## config.mk

```make
export PLATFORM = sky130hd
export DESIGN_NAME = remote_btn_cond
export DESIGN_NICKNAME = d
export VERILOG_FILES = /design/src/rtl/remote_btn_pkg.sv /design/src/rtl/remote_btn_channel.sv /design/src/rtl/remote_btn_cond.sv
export SDC_FILE = /design/constraint.sdc
export NUM_CORES = 1
export LEC_CHECK = 0
export ABC_AREA = 0
export BUFFER_PORTS_ARGS = -buffer_cell sky130_fd_sc_hd__buf_2
export CELL_PAD_IN_SITES_DETAIL_PLACEMENT = 1
export CELL_PAD_IN_SITES_GLOBAL_PLACEMENT = 2
export CORE_AREA = 2 2 90 92
export DETAILED_ROUTE_END_ITERATION = 10
export DIE_AREA = 0 0 92 94
export PLACE_DENSITY_LB_ADDON = 0.08
export SKIP_CTS_REPAIR_TIMING = 1
export SYNTH_ARGS = -nofsm -noshare
export SYNTH_HDL_FRONTEND = slang
export SYNTH_HIERARCHICAL = 1
export SYNTH_SLANG_ARGS = --single-unit
export TNS_END_PERCENT = 1
```

## constraint.sdc

```tcl
create_clock -name clk -period 3.47 [get_ports clk]
set_input_delay 0.1735 -clock clk [delete_from_list [all_inputs] [get_ports clk]]
set_output_delay 0.1735 -clock clk [all_outputs]
set_load 0.02 [all_outputs]
```

## src/rtl/remote_btn_pkg.sv

```systemverilog
// rtl/remote_btn_pkg.sv - shared types and constants for the remote button conditioner
// REMOTE_BTN_STUCK_DETECT_EN adds the STUCK channel state.
package remote_btn_pkg;

  typedef enum logic [2:0] {
    IDLE         = 3'd0,
    PRESS_WAIT   = 3'd1,
    PRESSED      = 3'd2,
    RELEASE_WAIT = 3'd3
`ifdef REMOTE_BTN_STUCK_DETECT_EN
    ,
    STUCK        = 3'd4
`endif
  } btn_state_e;

  localparam int CH_SPACE = 0;
  localparam int CH_ENTER = 1;

  localparam int DEF_DEBOUNCE_CYCLES = 65000;
  localparam int DEF_STUCK_CYCLES    = 130000000;
  localparam int DEF_SYNC_STAGES     = 2;

endpackage

```

## src/rtl/remote_btn_channel.sv

```systemverilog
// rtl/remote_btn_channel.sv - one button channel: synchronizer, debounce FSM, hold counter
// REMOTE_BTN_STUCK_DETECT_EN enables the hold counter and STUCK state.
module remote_btn_channel
  import remote_btn_pkg::*;
#(
  parameter int DEBOUNCE_CYCLES = DEF_DEBOUNCE_CYCLES,
  parameter int STUCK_CYCLES    = DEF_STUCK_CYCLES,
  parameter int SYNC_STAGES     = DEF_SYNC_STAGES
) (
  input  logic clk,
  input  logic rst,
  input  logic rx,
  output logic level,
  output logic pulse,
  output logic stuck
);

  localparam int DB_W = $clog2(DEBOUNCE_CYCLES - 1) + 1;
  localparam logic [DB_W-1:0] DB_LAST = DB_W'(DEBOUNCE_CYCLES - 1);

  logic [SYNC_STAGES-1:0] sync_q;
  logic                   synced;

  always_ff @(posedge clk) begin
    if (rst) sync_q <= '0;
    else     sync_q <= {sync_q[SYNC_STAGES-2:0], rx};
  end

  assign synced = sync_q[SYNC_STAGES-1];

  btn_state_e      state, state_nxt;
  logic [DB_W-1:0] db_cnt, db_cnt_nxt, db_inc;
  logic            held, held_nxt;

  assign held     = (state == PRESSED) || (state == RELEASE_WAIT);
  assign held_nxt = (state_nxt == PRESSED) || (state_nxt == RELEASE_WAIT);

`ifdef REMOTE_BTN_STUCK_DETECT_EN
  localparam int HOLD_W = $clog2(STUCK_CYCLES - 1) + 1;
  localparam logic [HOLD_W-1:0] HOLD_LAST = HOLD_W'(STUCK_CYCLES - 1);

  logic [HOLD_W-1:0] hold_cnt;

  // Hold time spans PRESSED and RELEASE_WAIT so release glitches cannot hide a stuck line.
  always_ff @(posedge clk) begin
    if (rst)
      hold_cnt <= '0;
    else if (held && held_nxt && hold_cnt != HOLD_LAST)
      hold_cnt <= hold_cnt + HOLD_W'(1);
    else if (!(held && held_nxt))
      hold_cnt <= '0;
  end
`else
  // Stuck timing only matters when stuck detection is compiled in.
  logic unused_stuck_cfg;
  assign unused_stuck_cfg = (STUCK_CYCLES != 0);
`endif

  always_comb begin
    state_nxt  = state;
    db_cnt_nxt = db_cnt;
    db_inc     = (db_cnt == DB_LAST) ? db_cnt : db_cnt + DB_W'(1);
    case (state)
      IDLE: begin
        if (synced) begin
          state_nxt  = PRESS_WAIT;
          db_cnt_nxt = '0;
        end
      end
      PRESS_WAIT: begin
        if (!synced)                state_nxt  = IDLE;
        else if (db_cnt == DB_LAST) state_nxt  = PRESSED;
        else                        db_cnt_nxt = db_inc;
      end
      PRESSED: begin
        if (!synced) begin
          state_nxt  = RELEASE_WAIT;
          db_cnt_nxt = '0;
        end
      end
      RELEASE_WAIT: begin
        if (synced)                 state_nxt  = PRESSED;
        else if (db_cnt == DB_LAST) state_nxt  = IDLE;
        else                        db_cnt_nxt = db_inc;
      end
`ifdef REMOTE_BTN_STUCK_DETECT_EN
      STUCK: begin
        if (synced)                 db_cnt_nxt = '0;
        else if (db_cnt == DB_LAST) state_nxt  = IDLE;
        else                        db_cnt_nxt = db_inc;
      end
`endif
      default: state_nxt = IDLE;
    endcase
`ifdef REMOTE_BTN_STUCK_DETECT_EN
    if (held && hold_cnt == HOLD_LAST) begin
      state_nxt  = STUCK;
      db_cnt_nxt = '0;
    end
`endif
  end

  // Outputs are registered from the next state so they line up with the state register.
  always_ff @(posedge clk) begin
    if (rst) begin
      state  <= IDLE;
      db_cnt <= '0;
      level  <= 1'b0;
      pulse  <= 1'b0;
    end else begin
      state  <= state_nxt;
      db_cnt <= db_cnt_nxt;
      level  <= held_nxt;
      pulse  <= (state == PRESS_WAIT) && (state_nxt == PRESSED);
    end
  end

`ifdef REMOTE_BTN_STUCK_DETECT_EN
  always_ff @(posedge clk) begin
    if (rst) stuck <= 1'b0;
    else     stuck <= (state_nxt == STUCK);
  end
`else
  assign stuck = 1'b0;
`endif

endmodule

```

## src/rtl/remote_btn_cond.sv

```systemverilog
// rtl/remote_btn_cond.sv - two independent debounced remote button channels (SPACE, ENTER)
// REMOTE_BTN_STUCK_DETECT_EN enables per-channel stuck detection.
module remote_btn_cond
  import remote_btn_pkg::*;
#(
  parameter int DEBOUNCE_CYCLES = DEF_DEBOUNCE_CYCLES,
  parameter int STUCK_CYCLES    = DEF_STUCK_CYCLES,
  parameter int SYNC_STAGES     = DEF_SYNC_STAGES
) (
  input  logic       clk,
  input  logic       rst,
  input  logic       space_rx,
  input  logic       enter_rx,
  output logic       space_level,
  output logic       space_pulse,
  output logic       enter_level,
  output logic       enter_pulse,
  output logic [1:0] stuck
);

  remote_btn_channel #(
    .DEBOUNCE_CYCLES(DEBOUNCE_CYCLES),
    .STUCK_CYCLES   (STUCK_CYCLES),
    .SYNC_STAGES    (SYNC_STAGES)
  ) u_space (
    .clk  (clk),
    .rst  (rst),
    .rx   (space_rx),
    .level(space_level),
    .pulse(space_pulse),
    .stuck(stuck[CH_SPACE])
  );

  remote_btn_channel #(
    .DEBOUNCE_CYCLES(DEBOUNCE_CYCLES),
    .STUCK_CYCLES   (STUCK_CYCLES),
    .SYNC_STAGES    (SYNC_STAGES)
  ) u_enter (
    .clk  (clk),
    .rst  (rst),
    .rx   (enter_rx),
    .level(enter_level),
    .pulse(enter_pulse),
    .stuck(stuck[CH_ENTER])
  );

endmodule

```

* Word level (Yosys, flattened, before mapping) *
Cells that the tools add are included.

storage, ports and cells
  word-level logic and storage cells = 68
  register bits after elaboration = 48
  output and inout bits = 6
  bits of input ports = 4

operators by class
  add/subtract/negate cells = 2
  mux-type cells = 26
  reduce and logical (&&, ||, !) cells = 10
  equality and inequality tests = 20

operator list
  cell                   number
  $mux 17                10
  $pmux 17 s4            2
  $mux 3                 12
  $add 17x1->17 const B  2
  $eq 17x16->1 const B   2
  $eq 3x2->1 const B     8
  $pmux 3 s4             2
  $reduce_and 5->1       2
  $ne 2x1->1 const B     4
  $ne 2x2->1 const B     4
  $reduce_bool 4->1      2
  $eq 3x1->1 const B     2
  $logic_not 3->1        2
  $logic_and 1x1->1      2
  $logic_or 1x1->1       2

* Longest topological paths before layout *
Gate-level depths: netlist of run 1.

  word-level depth = 6
  depth in mapped cells = 6
  mapped depth without buffers = 5

* Modules after synthesis *
The synthesis of run 1 kept the hierarchy.

by module, submodules not included
  module              sequential area each (sq um)  area each (sq um)  cells an instance  times used
  remote_btn_channel  480.5                         1133.6             131                2

* Least setup slack after synthesis of run 1 *
Ideal clock, no wire load.

  path kind = register to register
  from = register u_enter.db_cnt[0]
  to = register u_enter.level
  arrival time = 1.552 ns
  clock period less this slack = 1.637 ns
  path buffers = 0
  cell stages (with the launch flop) = 6
  library setup time = 0.086 ns
  data required time = 3.384 ns
  setup slack = 1.833 ns
  path through = dfxtp_1 > ha_1 > and2_1 > nor4b_1 > nand3_1 > a211oi_1

on the way
  longest elaborated chain between the ends = 6
  elaborated cells on any way between the ends = 9
  those cells by class = eq/ne (3); mux (5); reduce/logical (1)

RTL lines
  what                              line                                                text
  from (decl)                       remote_btn_channel.sv:32                            logic [DB_W-1:0] db_cnt, db_cnt_nxt, db_inc;
  from (signal assigned)            remote_btn_channel.sv:112                           db_cnt <= db_cnt_nxt;
  $eq 17x16->1 *                    remote_btn_channel.sv:72, remote_btn_channel.sv:83
  $mux 3, on equally long branches  remote_btn_channel.sv:83, remote_btn_channel.sv:72
  $mux 3, on equally long branches  remote_btn_channel.sv:82, remote_btn_channel.sv:71
  $pmux 3 s4 *                      remote_btn_channel.sv:63                            case (state)
  $eq 3x2->1                        remote_btn_channel.sv:36                            assign held_nxt = (state_nxt == PRESSED) || (state_nxt == RELEASE_WAIT);
  $logic_or 1x1->1 *                remote_btn_channel.sv:36
  to (signal assigned)              remote_btn_channel.sv:113                           level <= held_nxt;
  to (decl)                         remote_btn_channel.sv:13                            output logic level,

Every way passes the cells marked *; elsewhere a longest branch is shown, timed or not.
A chain may end at the register's enable or synchronous reset.

* Worst setup path in the final report of run 1 *
Ends and elaborated chain as after synthesis.

==> results of run 1 <==
==> worst paths after layout <==
kind                          start                 to  slack (ns)
hold reg to reg   u_space/sync_q[0]  u_space/sync_q[1]        0.45
setup reg to reg  u_enter/db_cnt[0]      u_enter/level        1.38
hold / removal             space_rx  u_space/sync_q[0]        0.08
setup / recovery  u_enter/db_cnt[0]      u_enter/level        1.38
==> where the power goes <==
part / internal (mW) / switching [mW]
clock: 0.163 / 0.189
combinational: 0.00857 / 0.0219
sequential: 0.554 / 0.00418
==> state kept, by name, summed over array words and instances, names as in the netlist <==
| register | flops |
|---|---|
| u_enter/state | 3 |
| u_space/state | 3 |
| u_space/sync_q | 2 |
| u_enter/level | 1 |
| u_enter/sync_q | 2 |
| u_space/pulse | 1 |
| u_enter/pulse | 1 |
| u_enter/db_cnt | 17 |
| u_space/level | 1 |
| u_space/db_cnt | 17 |
==> critical path, cell delays in order, from the launching register on <==
cell and delay, ns:
dfxtp_1 0.39, ha_1 0.19, and2_1 0.22, nor4b_1 0.69, nand3_1 0.23, a211oi_1 0.28
==> layout by cell type, fill, tap and decap left out, types with 8 or more instances in the layout <==
cell | synthesis | final
inv_1 | 10 | 10
nor2_1 | 8 | 8
dfxtp_1 | 48 | 48
nand2_1 | 18 | 18
nand4_1 | 12 | 12
o21ai_0 | 16 | 16
or3_1 | 10 | 10
o31ai_1 | 14 | 12
nand3_1 | 14 | 14
or4_1 | 14 | 14
a21oi_1 | 26 | 26
==> cell type report <==
| type | instances | area (um^2) |
|---|---|---|
| fill | 924 | 5112 |
| multi-input combinational | 192 | 1221 |
| sequential | 48 | 960.9 |
| tap | 102 | 127.6 |
| clock buffer | 8 | 90.09 |
| timing repair buffer | 9 | 50.05 |
| inverter | 12 | 45.04 |
==> cell families after synthesis <==
family / synth area share, %
XOR/XNOR: 3.753
flip-flops: 42.38
buffers and inverters: 4.525
other: 0.3312
AO/OA/AOI/OAI: 18.21
multiplexers: 1.766
adder cells (fa/ha/maj): 1.104
AND/OR/NAND/NOR: 27.92
==> metal layers <==
metal / vias up / share of wire (%) / track usage, %
met2: 15 / 44 / 20.71
met4: 0 / 1.2 / 4.229
met3: 6 / 2.0 / 2.648
li1: 986 / - / -
met1: 956 / 53 / 20.41
met5: - / 0 / 0
==> summary.md, run 1 <==
| Metric | Value |
|---|---|
| Outcome | completed |
| Distinct cells, synth | 34 |
| Top post-synthesis cells by area | dfxtp_1, a21oi_1, o31ai_1 |
| CP Data Required Time | 3.68 ns |
| Worst Setup Slack, final | 1.383 ns |
| Initial antenna violation count | 0 |
| Power, Total | 940.6 uW |
| Antenna-violating nets left | 0 |
| R2R depth | 5 |
| Flops & latches, synth | 48 |
| Max Clock Freq | 0.4792 GHz |
| Final Hold Vio Count | 0 |
| Layout cells sized above 1 | 7.807% |
| DRT Pass-1 Iters | 4 |
| Pleak | 0.7905 nW |
| Total GRT Usage | between 10% and 20% |
| Final Setup Violations | 0 |
| Crit-path max FO | 5 |
| Skew-Pair Late Insertion Delay | between 0.2 and 0.3 ns |
| Critical Path AT | 2.30 ns |
| Dpl cell area | 0.002405 mm^2 |
| Cell area after layout | 0.002495 mm^2 |
| Power Density | 377.0 mW/mm^2 |
| Detail Placement HPWL | 3817 um |
| Main synth FF type | dfxtp_1 |
| First-pass GRT wire length | 9639 um |
| Port bufs | 7 |
| Final period utilization | 60.14% |
| Core area | between 0.007 and 0.008 mm^2 |
| Critical Path Start Type | register |
| # DRC | 0 |
| Cell taking the most area after synthesis | dfxtp_1 |
| Fin util | 32.80% |
| Commonest cells post-synth | dfxtp_1, a21oi_1, nand2_1, o21ai_0 |
| Post-synth EDFFs | 0 |
| Vias in the first global route | 1898 |
| Most numerous cell in the Yosys netlist | dfxtp_1 |
| TritonCTS clock tree | built |
| Crit path kind | register to register |
| RSZ-0062 raised after global routing | no |
| Post-synth ARST share | 0% |
| Die Y | 94 um |
| Hold slack | 0.08302 ns |
| Initial Utilization | ~30% |
| Mapped Cells | 262 |
| Final critical-path required period | ~2.1 ns |
| Total of max-cap violations | 0 |
| Clock buffer depth | 2 |
| Worst slew margin | between 40% and 50% |
| Maximum number of pins on one net before global-route repair | 19 |
| Avg WL per Cell | 14.62 um |
| NumNets Final | around 270 |
| Die W | 92 um |
| Iteration-0 DRC Markers | 83 |
| Clock slew at reported path FFs | 0.09 ns |
| Total grt overflow | 0 |
| # diodes | 0 |
| Die area | 0.008648 mm^2 |
| Slew Limit Fails | 0 |
| Mapped Avg Cell Area | between 8 and 9 um^2 |
| Area delta synth->final | 10.04% |
| Hold path cells | 2 |
| I/O Pins | 10 |
| Routability congestion estimate | 0.7372 |
| Cell count after placement | 363 |
| VDD IR max | 0.0001732 V |
| TritonCTS buffer count | 5 |
| Register area share after synthesis | 42.38% |
| Detailed-route via count | 1963 |
| Setup Slack @ Placement | 1.390 ns |
| CTS Sinks | 48 |
| Setup TNS | 0 ns |
| Post-synth top area share | a little over two fifths |
| CTS root buf | clkbuf_8 |
| Mapped Area | about 0.0023 mm^2 |
| Post-detailed-routing wire length | about 5400 um |
| Clk_skew | 0.003007 ns |
| # H-tree levels | 2 |
| Synth warn | 6 |
| Nature of the critical path endpoint | register |
| Worst-margin pin slew | 0.8182 ns |
| Rows | 32 |
| Final std cells w/o fill | 371 |
| DR vias/cell | 5.291 |
| Worst hold path class | input port to register |
Note: power is estimated with default switching activity, not from simulation.
==> run 2, diff against run 1 <==
--- a/config.mk
+++ b/config.mk
@@ -5,13 +5,13 @@
 export SDC_FILE = /design/constraint.sdc
 export NUM_CORES = 1
 export LEC_CHECK = 0
-export ABC_AREA = 0
+export ABC_AREA = 1
 export BUFFER_PORTS_ARGS = -buffer_cell sky130_fd_sc_hd__buf_2
 export CELL_PAD_IN_SITES_DETAIL_PLACEMENT = 1
 export CELL_PAD_IN_SITES_GLOBAL_PLACEMENT = 2
-export CORE_AREA = 2 2 90 92
+export CORE_AREA = 2 2 102 104
 export DETAILED_ROUTE_END_ITERATION = 10
-export DIE_AREA = 0 0 92 94
+export DIE_AREA = 0 0 104 106
 export PLACE_DENSITY_LB_ADDON = 0.08
 export SKIP_CTS_REPAIR_TIMING = 1
 export SYNTH_ARGS = -nofsm -noshare
==> constraint.sdc (replaced) <==
create_clock -name clk -period 1.83 [get_ports clk]
set_input_delay 0.0915 -clock clk [delete_from_list [all_inputs] [get_ports clk]]
set_output_delay 0.0915 -clock clk [all_outputs]
set_load 0.02 [all_outputs]
==> run 2 against run 1 <==
  * Sequential cell count did not move
  * First-iteration DRC count unchanged
  * Sequential share of layout area is 9.4 points lower
  * Global-route usage rose by 1.1 points
  * Utilization increased by 0.32 points
  * Sequential power up 90%
  * Power rose by 120%
  * Worst setup slack got worse by 1.2 ns
  * Design area increased by 33%
  * Routed wire length is 46% higher
  * Critical path depth grew 4
==> summary.md, run 2 <==
| Metric | Value |
|---|---|
| Sw power | 456.6 uW (+110%) |
| Clk_skew | 0.009727 ns (+0.006720 ns) |
| Core area | 0.01000 mm^2 (+31%) |
| Commonest cells post-synth | nand2_1, nor2_1, inv_1, dfxtp_1, nand3_1 |
| Seq pwr share | 51.1% (-8.3 points) |
| Final critical-path required period | 1.690 ns (-0.3972 ns) |
| Initial Utilization | 28.83% (-0.97 points) |
| Critical R2R Launch | u_space/db_cnt[0] |
| Clock buffer depth | 2 (unchanged) |
| Flops & latches, synth | 48 (unchanged) |
| Logic pwr share | 4.3% (+1.1 points) |
| Cell taking the most area after synthesis | dfxtp_1 |
| Crit path top cell by count | nand2_1 |
| Post-synth EDFFs | 0 (unchanged) |
| Critical Path, Cell by Cell | ha_1, nand2_1, inv_1, nand2_1, nor2_2, nand3_4, nand2_4, nand4_1, nor2_1 |
| Cell area after layout | 0.003312 mm^2 (+33%) |
| Clock slew at reported path FFs | 0.10 ns (about the same) |
| Final period utilization | 92.33% (+32 points) |
| Die area | 0.01102 mm^2 (+27%) |
| Cell count after placement | 595 (+64%) |
| Total of max-cap violations | 0 (unchanged) |
| Min-delay src | rst |
| Distinct cells, synth | 31 (-8.8%) |
| Avg WL per Cell | 13.07 um (-11%) |
| Critical Path Start Type | register |
| Setup Slack @ Placement | 0.09920 ns (-1.291 ns) |
| Most numerous cell in the Yosys netlist | nand2_1 |
| Fin util | 33.12% (+0.32 points) |
| Power Density | 627.0 mW/mm^2 (+66%) |
| Layout cells sized above 1 | 18.59% (+11 points) |
| Switching part of the total | 21.99% (-0.85 points) |
| Setup crit end | u_space/pulse |
| Crit path kind | register to register |
| CP Data Required Time | 2.07 ns (-1.61 ns) |
| # DRC | 0 (unchanged) |
| Detail Placement HPWL | 6099 um (+60%) |
| Die Y | 106 um (+13%) |
| Detailed-route via count | 2631 (+34%) |
| Vias in the first global route | 2588 (+36%) |
| Crit-path max FO | 12 (+7) |
| Rows | 37 (+16%) |
| CTS Sinks | 48 (unchanged) |
| Nature of the critical path endpoint | register |
| Skew-Pair Late Insertion Delay | 0.30 ns (about the same) |
| Worst hold path class | input port to register |
| Setup TNS | 0 ns (unchanged) |
| # diodes | 0 (unchanged) |
| DRT Pass-1 Iters | 4 (unchanged) |
| Reg2reg setup slack | 0.14 ns (-1.24 ns) |
| Post-detailed-routing wire length | 7896 um (+46%) |
| Initial antenna violation count | 0 (unchanged) |
| Hold slack | 0.1424 ns (+0.05941 ns) |
| Critical Path AT | 1.93 ns (-0.37 ns) |
| Outcome | completed |
| CTS root buf | clkbuf_8 |
| Commonest non-fill, non-tap cell in the layout | nand2_1 |
| Main synth FF type | dfxtp_1 |
| R2R depth | 9 (+4) |
| Clock share of power | 44.6% (+7.2 points) |
| CP peak stage delay | 0.38 ns (-0.31 ns) |
| Total GRT Usage | 15.04% (+1.1 points) |
| Critical Path Start | u_space/db_cnt[0] |
| Synth warn | 6 (unchanged) |
| Final Setup Violations | 0 (unchanged) |
| NumNets Final | 474 (+73%) |
| Register area share after synthesis | 33.33% (-9.1 points) |
| Top post-synthesis cells by area | dfxtp_1, nand2_1, nor2_1 |
| TritonCTS buffer count | 5 (unchanged) |
| Max Clock Freq | 0.5919 GHz (+24%) |
| Final std cells w/o fill | 604 (+63%) |
| Mapped Cells | 442 (+69%) |
| Slowest-stage cell, CP | dfxtp_1 |
| VDD IR max | 0.0002961 V (+71%) |
| Reg2Reg Capture Point | u_space/pulse |
| Worst Setup Slack, final | 0.1404 ns (-1.243 ns) |
| Dpl cell area | 0.003148 mm^2 (+31%) |
| Final Hold Vio Count | 0 (unchanged) |
| Post-synth top area share | 33.33% (-9.1 points) |
| Antenna-violating nets left | 0 (unchanged) |
| I/O Pins | 10 (unchanged) |
| Die W | 104 um (+13%) |
| Mapped Area | 0.002883 mm^2 (+27%) |
| Most frequent cells in the layout | nand2_1, nor2_1, inv_1 |
| Power, Total | 2.077 mW (+120%) |
| Area delta synth->final | 14.89% |
| TritonCTS clock tree | built |
| DR vias/cell | 4.356 (-18%) |
| # H-tree levels | 2 (unchanged) |
| First-pass GRT wire length | 13370 um (+39%) |
| Iteration-0 DRC Markers | 83 (unchanged) |
| Top Registers | u_enter/db_cnt x17, u_space/db_cnt x17 |
| Fillers | 1320 (+43%) |
| Mapped Avg Cell Area | 6.522 um^2 (-25%) |
| RSZ-0062 raised after global routing | yes |
| Pleak | 1.289 nW (+63%) |
| Slew Limit Fails | 0 (unchanged) |
| Routability congestion estimate | 0.8047 (+9.2%) |
| Power Internal | 1.620 mW (+120%) |
| Port bufs | 7 (unchanged) |
| Total grt overflow | 0 (unchanged) |
| Maximum number of pins on one net before global-route repair | 15 (-4) |
| Post-synth ARST share | 0% (unchanged) |
## run 2: logic make-up (layout without fill, tap and decap cells)
| logic type | after synthesis | in the layout | share of synthesized area (%) |
|---|---|---|---|
| fa+ha+maj | 2 | 2 | 0.8679 |
| xor+xnor | 8 | 8 | 2.430 |
| flops | 48 | 48 | 33.33 |
| compound gates | 28 | 28 | 7.899 |
| other cells | 2 | 4 | 0.2605 |
| buf+inv | 74 | 98 | 11.46 |
| simple gates | 280 | 280 | 43.75 |
## run 2: power groups by stage
stage,registers (mW),logic (mW),clock network (mW)
finish,1.06,0.0891,0.926
floorplan,1.08,0.0627,0
CTS,1.06,0.0881,0.979
global placement,1.09,0.0890,0
global route,1.06,0.102,1.01
detailed placement,1.09,0.0877,0
## run 2: area by class of cell
class	count	area (um^2)	share of cell area [%]
multi-input combinational	322	1612	48.66
sequential	48	963.4	29.09
clock inverter	2	60.06	1.813
inverter	62	232.7	7.027
timing repair buffer	29	205.2	6.196
clock buffer	5	68.82	2.078
tap	136	170.2	5.138
## run 2: worst min-delay path by stage
stage | slack (ns) | to | depth (start not counted)
final | 0.14 | u_enter/db_cnt[0] | 4
after global routing | 0.19 | u_enter/db_cnt[1] | 4
after CTS | -0.03 | u_enter/sync_q[0] | 3
after detailed placement | 0.30 | u_enter/sync_q[0] | 3
after global placement | 0.30 | u_space/sync_q[0] | 3
after floorplan | 0.18 | u_enter/state[0] | 1
## run 2: metal layers
metal  track usage (%)  wire length (um)  share of wire (%)  vias up
met2             22.46              3189                 40       19
li1                  -                 -                  -     1407
met5                 0                 0                  0        -
met3             2.207               180                2.3        5
met1             22.90              4479                 57     1200
met4             2.896                47               0.60        0
## run 2: critical path: cells and delay by family, from the launching register on
family / cells / cell delay (ns)
DFF: 1 / 0.38
buffers and inverters: 1 / 0.05
and+or+nand+nor: 7 / 0.95
adders and majority gates: 1 / 0.24
